<file path="config.mk">
export PLATFORM = sky130hd
export DESIGN_NAME = mem_port_arbiter
export DESIGN_NICKNAME = d
export VERILOG_FILES = /design/src/rtl/mem_port_arbiter.sv
export SDC_FILE = /design/constraint.sdc
export NUM_CORES = 1
export LEC_CHECK = 0
export BUFFER_PORTS_ARGS = -buffer_cell sky130_fd_sc_hd__buf_2
export CAP_MARGIN = 20
export CORE_MARGIN = 3
export CORE_UTILIZATION = 25
export CTS_BUF_LIST = sky130_fd_sc_hd__clkbuf_16
export DETAILED_ROUTE_END_ITERATION = 10
export PLACE_DENSITY_LB_ADDON = 0.12
export RECOVER_POWER = 50
export SLEW_MARGIN = 20
export SYNTH_ARGS = -nofsm -noshare
export SYNTH_HDL_FRONTEND = slang
export SYNTH_SLANG_ARGS = --single-unit
</file>
<file path="constraint.sdc">
create_clock -name clk -period 2.5 [get_ports clk]
set_input_delay 0.75 -clock clk [delete_from_list [all_inputs] [get_ports clk]]
set_output_delay 0.75 -clock clk [all_outputs]
set_load 0.05 [all_outputs]
</file>
<file path="src/rtl/mem_port_arbiter.sv">
// -----------------------------------------------------------------------------
// mem_port_arbiter
//
// Shares one single-ported, byte-banked data memory (combinational read,
// posedge write) between the instruction-fetch stage and the MEM stage.
// At most one requester owns the memory port per cycle. The owner's read data
// is captured at the end of the grant cycle and presented on *_rdata together
// with a one-cycle *_rvalid pulse in the following cycle. A streak counter
// bounds how many data grants in a row may win while a fetch is waiting.
//
// Optional feature macro: MEM_ARB_PERF_CNT_EN
//   When defined, adds two saturating 16-bit performance counters
//   (perf_if_stall, perf_conflict). When undefined, those ports do not exist
//   and timing is identical.
//
// Ports
//   clk, rst            clock, asynchronous active-low reset
//   if_req/if_addr      fetch request and byte address (always a word read)
//   if_gnt              fetch owns the memory this cycle (combinational)
//   if_rvalid/if_rdata  registered fetch data, valid for one cycle
//   d_req/d_we/d_addr   data request, store flag, byte address
//   d_wdata/d_u/d_type  store data, unsigned-load flag, access size
//                       (00 word, 01 half, 10 byte, 11 illegal)
//   d_gnt               data side owns the memory this cycle (combinational)
//   d_rvalid/d_rdata    registered load data, valid for one cycle
//   d_err               registered pulse: illegal d_type on a granted access
//   mem_*               memory port (we, addr, wdata, u, type, rdata)
//   perf_if_stall       cycles with if_req=1 and if_gnt=0  (macro only)
//   perf_conflict       cycles with if_req=1 and d_req=1   (macro only)
// -----------------------------------------------------------------------------
module mem_port_arbiter #(
  parameter int unsigned MAX_D_STREAK = 4,
  parameter int unsigned AW           = 10
) (
  input  logic          clk,
  input  logic          rst,
  input  logic          if_req,
  input  logic [AW-1:0] if_addr,
  output logic          if_gnt,
  output logic          if_rvalid,
  output logic [31:0]   if_rdata,
  input  logic          d_req,
  input  logic          d_we,
  input  logic [AW-1:0] d_addr,
  input  logic [31:0]   d_wdata,
  input  logic          d_u,
  input  logic [1:0]    d_type,
  output logic          d_gnt,
  output logic          d_rvalid,
  output logic [31:0]   d_rdata,
  output logic          d_err,
  output logic          mem_we,
  output logic [AW-1:0] mem_addr,
  output logic [31:0]   mem_wdata,
  output logic          mem_u,
  output logic [1:0]    mem_type,
  input  logic [31:0]   mem_rdata
`ifdef MEM_ARB_PERF_CNT_EN
  ,
  output logic [15:0]   perf_if_stall,
  output logic [15:0]   perf_conflict
`endif
);

  typedef enum logic [1:0] {
    OWN_IDLE  = 2'b00,
    OWN_DATA  = 2'b01,
    OWN_FETCH = 2'b10
  } owner_t;

  localparam logic [3:0] STREAK_MAX = 4'(MAX_D_STREAK);

  // Access size 11 is not a legal memory access.
  function automatic logic type_illegal(input logic [1:0] t);
    return (t == 2'b11);
  endfunction

  owner_t     grant_s;
  owner_t     owner_r;
  logic [3:0] streak_r;
  logic [3:0] streak_nxt_s;
  logic       d_illegal_s;
  logic       d_load_ok_s;

  // Combinational grant; a held reset forces IDLE so nothing is written.
  always_comb begin
    grant_s = OWN_IDLE;
    if (!rst) begin
      grant_s = OWN_IDLE;
    end else begin
      case ({d_req, if_req})
        2'b11:   grant_s = (streak_r == STREAK_MAX) ? OWN_FETCH : OWN_DATA;
        2'b10:   grant_s = OWN_DATA;
        2'b01:   grant_s = OWN_FETCH;
        default: grant_s = OWN_IDLE;
      endcase
    end
  end

  assign if_gnt = (grant_s == OWN_FETCH);
  assign d_gnt  = (grant_s == OWN_DATA);

  assign d_illegal_s = d_gnt & type_illegal(d_type);
  assign d_load_ok_s = d_gnt & ~d_we & ~type_illegal(d_type);

  // Streak only counts data wins that actually made a fetch wait.
  always_comb begin
    streak_nxt_s = streak_r;
    if (!if_req || (grant_s == OWN_FETCH)) begin
      streak_nxt_s = 4'd0;
    end else if ((grant_s == OWN_DATA) && (streak_r != STREAK_MAX)) begin
      streak_nxt_s = streak_r + 4'd1;
    end else begin
      streak_nxt_s = streak_r;
    end
  end

  // Memory port mux driven by the current owner.
  always_comb begin
    mem_we    = 1'b0;
    mem_addr  = {AW{1'b0}};
    mem_wdata = 32'h0000_0000;
    mem_u     = 1'b0;
    mem_type  = 2'b00;
    case (grant_s)
      OWN_FETCH: begin
        mem_addr = if_addr;
      end
      OWN_DATA: begin
        mem_addr  = d_addr;
        mem_wdata = d_wdata;
        mem_u     = d_u;
        mem_type  = d_type;
        mem_we    = d_we & ~type_illegal(d_type);
      end
      default: begin
        mem_we = 1'b0;
      end
    endcase
  end

  // Owner FSM plus the registered return path captured at the grant cycle's end.
  always_ff @(posedge clk or negedge rst) begin
    if (!rst) begin
      owner_r  <= OWN_IDLE;
      streak_r <= 4'd0;
      if_rdata <= 32'h0000_0000;
      d_rvalid <= 1'b0;
      d_rdata  <= 32'h0000_0000;
      d_err    <= 1'b0;
    end else begin
      owner_r  <= grant_s;
      streak_r <= streak_nxt_s;
      d_rvalid <= d_load_ok_s;
      d_err    <= d_illegal_s;
      if (grant_s == OWN_FETCH) begin
        if_rdata <= mem_rdata;
      end else begin
        if_rdata <= if_rdata;
      end
      // An illegal access returns zero instead of whatever the memory drove.
      if (d_illegal_s) begin
        d_rdata <= 32'h0000_0000;
      end else if (d_load_ok_s) begin
        d_rdata <= mem_rdata;
      end else begin
        d_rdata <= d_rdata;
      end
    end
  end

  // Fetch data is valid exactly in the cycle after a fetch grant.
  assign if_rvalid = (owner_r == OWN_FETCH);

`ifdef MEM_ARB_PERF_CNT_EN
  // Saturating stall/conflict counters.
  always_ff @(posedge clk or negedge rst) begin
    if (!rst) begin
      perf_if_stall <= 16'h0000;
      perf_conflict <= 16'h0000;
    end else begin
      if (if_req && !if_gnt && (perf_if_stall != 16'hFFFF)) begin
        perf_if_stall <= perf_if_stall + 16'h0001;
      end else begin
        perf_if_stall <= perf_if_stall;
      end
      if (if_req && d_req && (perf_conflict != 16'hFFFF)) begin
        perf_conflict <= perf_conflict + 16'h0001;
      end else begin
        perf_conflict <= perf_conflict;
      end
    end
  end
`endif

endmodule
</file>
==> out/metrics.yaml <==
min_to: "if_rdata[3]"
dr.pass1.iters: 4
skew_ns: 0.00628
end_kind: "primary output"
worstSetupStartpointType: "register"
slew_viol_final: 0
final_common_cell: "buf_2"
num_vias: 3091
final_cell_mix: "buf_2 (157), dfrtp_1 (72), inv_1 (37), nand2_1 (33)"
n_antenna_cell: 0
grt_use_total_pct: 13.8
run_status: "complete, but fails checks"
syn_inst: 313
tritoncts: "yes"
fin_cells: 727
reg2regPathDepth: 11
ctsRootBufferMaster: "clkbuf_16"
drt-initial-drc-count: 62
antenna_found_initial: 0
finalNetCount: 643
synthDistinctLibCells: 26
ios: 207
grt_max_degree: 73
syn-cell-area_sq_mm: 0.00342
rsz0062_at_grt: "yes"
syn_nets: 410
drc_errors: 0
placed_area_sq_mm: 0.00503
areaGrowthSynthToFinish_pct: 73.0
portBuffers: 206
cts_max_path_buffers: 2
hp-start: "if_rdata[3]"
crit_arrival_ns: 2.11
hold_viol: 0
die_area_sq_mm: 0.0151
clkTransAtPathRegs_ns: 0.06
hold_path_class: "register to register"
vdd_drop_max_mv: 0.395
holdPathStages: 1
violations: "negative setup slack"
fillerInstances: 1271
setup_viol: 48
insertion_delay_ns: 0.33
ctsHoldBuffers: 0
maxSlewHeadroom_pct: 37.1
setup-tns-final_ns: -14.44
timing.fmax_mhz: 349
leakage_nw: 2.96
rows: 42
fin_total_pwr_mw: 4.71
worst_slack_ns: -0.362
r2r_end: "d_rdata[8]"
avgRoutedWirePerCell_um: 14.6
crit_type: "register to primary output"
period_share_pct: 114
finalWirelength_mm: 10.6
start_util_pct: 25.7
p_per_area_mw_per_mm2: 797
clock-sinks: 72
reg2reg_from: "streak_r[0]"
grt_pass1_wl_mm: 16.2
ff2ff_setup_slack_ns: 0.12
design_area_sq_mm: 0.00591
viasPerCell: 4.25
overflow: 0
ys_ff_latch: 72
required_ns: 1.75
core_sq_mm: 0.0133
postRouteAntennaNets: 0
worstMarginPinSlew_ns: 0.943
synth_area_per_cell_sq_um: 10.9
die_h_um: 123
period_minus_slack_ns: 2.86
grt_pass1_vias: 3196
dp_cells: 697
ys.warnings.count: 0
critPathMaxFanout: 5
ctsHtreeMaxLevel: 3
place_congestion: 0.701
drive_gt1_share_pct: 63.9
hpwlAfterDp_mm: 7.67
drv_cap: 0
ys_seq_area_share_pct: 52.7
die_x_um: 123
cts_made_buffers: 9
-- sequential cells by signal (all words and copies together), names as in the netlist --
name / cells
d_err: 1
d_rdata: 32
d_rvalid: 1
if_rdata: 32
owner_r: 2
streak_r: 4
-- synthesized netlist by cell type (all sizes together) --
master,instances,area share [%]
dfrtp,72,53
a21oi,5,0.73
clkbuf,10,1.1
nor3,1,0.15
or3,1,0.18
nand3,7,1.0
ha,5,1.8
nor2,12,1.3
a21bo,1,0.29
and3b,1,0.26
buf,7,1.9
nand2,34,3.7
nand3b,1,0.22
and2,35,6.4
nand2b,1,0.18
o21ai,4,0.92
a22oi,10,2.2
inv,38,4.2
nand4,1,0.18
mux2i,32,9.4
mux2,32,11
nor2b,1,0.18
and3,2,0.37
-- worst max-delay path by stage --
stage	startpoint	end	cells after the start	slack [ns]
after CTS	streak_r[0]	mem_we	9	-0.36
after detailed placement	if_req	mem_wdata[7]	7	-0.22
after global routing	streak_r[0]	mem_we	9	-0.44
after floorplan	streak_r[0]	mem_addr[0]	10	-0.17
final	streak_r[0]	mem_addr[4]	10	-0.36
after global placement	if_req	mem_we	7	-0.19
-- per-stage QoR --
stage | setup WS [ns] | utilization (%) | hold slack [ns]
after global routing | -0.443 | 44.4 | 0.514
after global placement | -0.192 | 37.8 | 0.485
after floorplan | -0.170 | - | 0.454
after CTS | -0.363 | 44.2 | 0.504
after detailed placement | -0.221 | 37.8 | 0.490
final | -0.362 | 44.4 | 0.499
-- kinds of logic (layout without fill, tap and decap cells) --
logic type,Yosys count,after routing,synth area share (%)
buffers and inverters,55,293,7.14
adder cells (fa/ha/maj),5,5,1.83
multiplexers,64,64,19.9
AND/OR/NAND/NOR,97,97,14.2
AO/OA/AOI/OAI,20,20,4.14
flip-flops,72,72,52.7
-- cell type report --
type | instances | area (sq um) | share of cell area [%]
repair buffers | 239 | 1810 | 30.6
flip-flops and latches | 72 | 1800 | 30.5
inverters | 38 | 143 | 2.41
well taps | 176 | 220 | 3.73
clock buffers | 9 | 225 | 3.81
multi-input cells | 186 | 1650 | 27.9
clock inverters | 7 | 62.6 | 1.06
-- layer usage --
metal / GRT usage, % / share of wire, %
met2: 24.9 / 51
met1: 14.8 / 37
met3: 4.21 / 10
met4: 5.95 / 1.9
met5: 0 / 0
-- repair_timing --
item                       in CTS  in global routing
pin swaps                      16                  4
setup buffers                  11                  4
hold endpoints to repair        0                  0
gates cloned                    1                  0
gates resized for setup       124                  9
setup endpoints to repair      48                 77
-- critical path, cell delays in order, from the launching register on --
cell     delay, ns
dfrtp_1       0.39
inv_2         0.08
ha_4          0.14
and3b_1       0.19
nand2_2       0.06
and3_4        0.19
ha_4          0.17
buf_12        0.13
a22oi_2       0.21
nor2_4        0.06
buf_8         0.15
-- where the power goes --
part	switching (mW)	internal (mW)
sequential	0.117	1.41
combinational	1.37	0.551
clock	0.492	0.763
No activity file was read; power rests on OpenSTA's default activity.
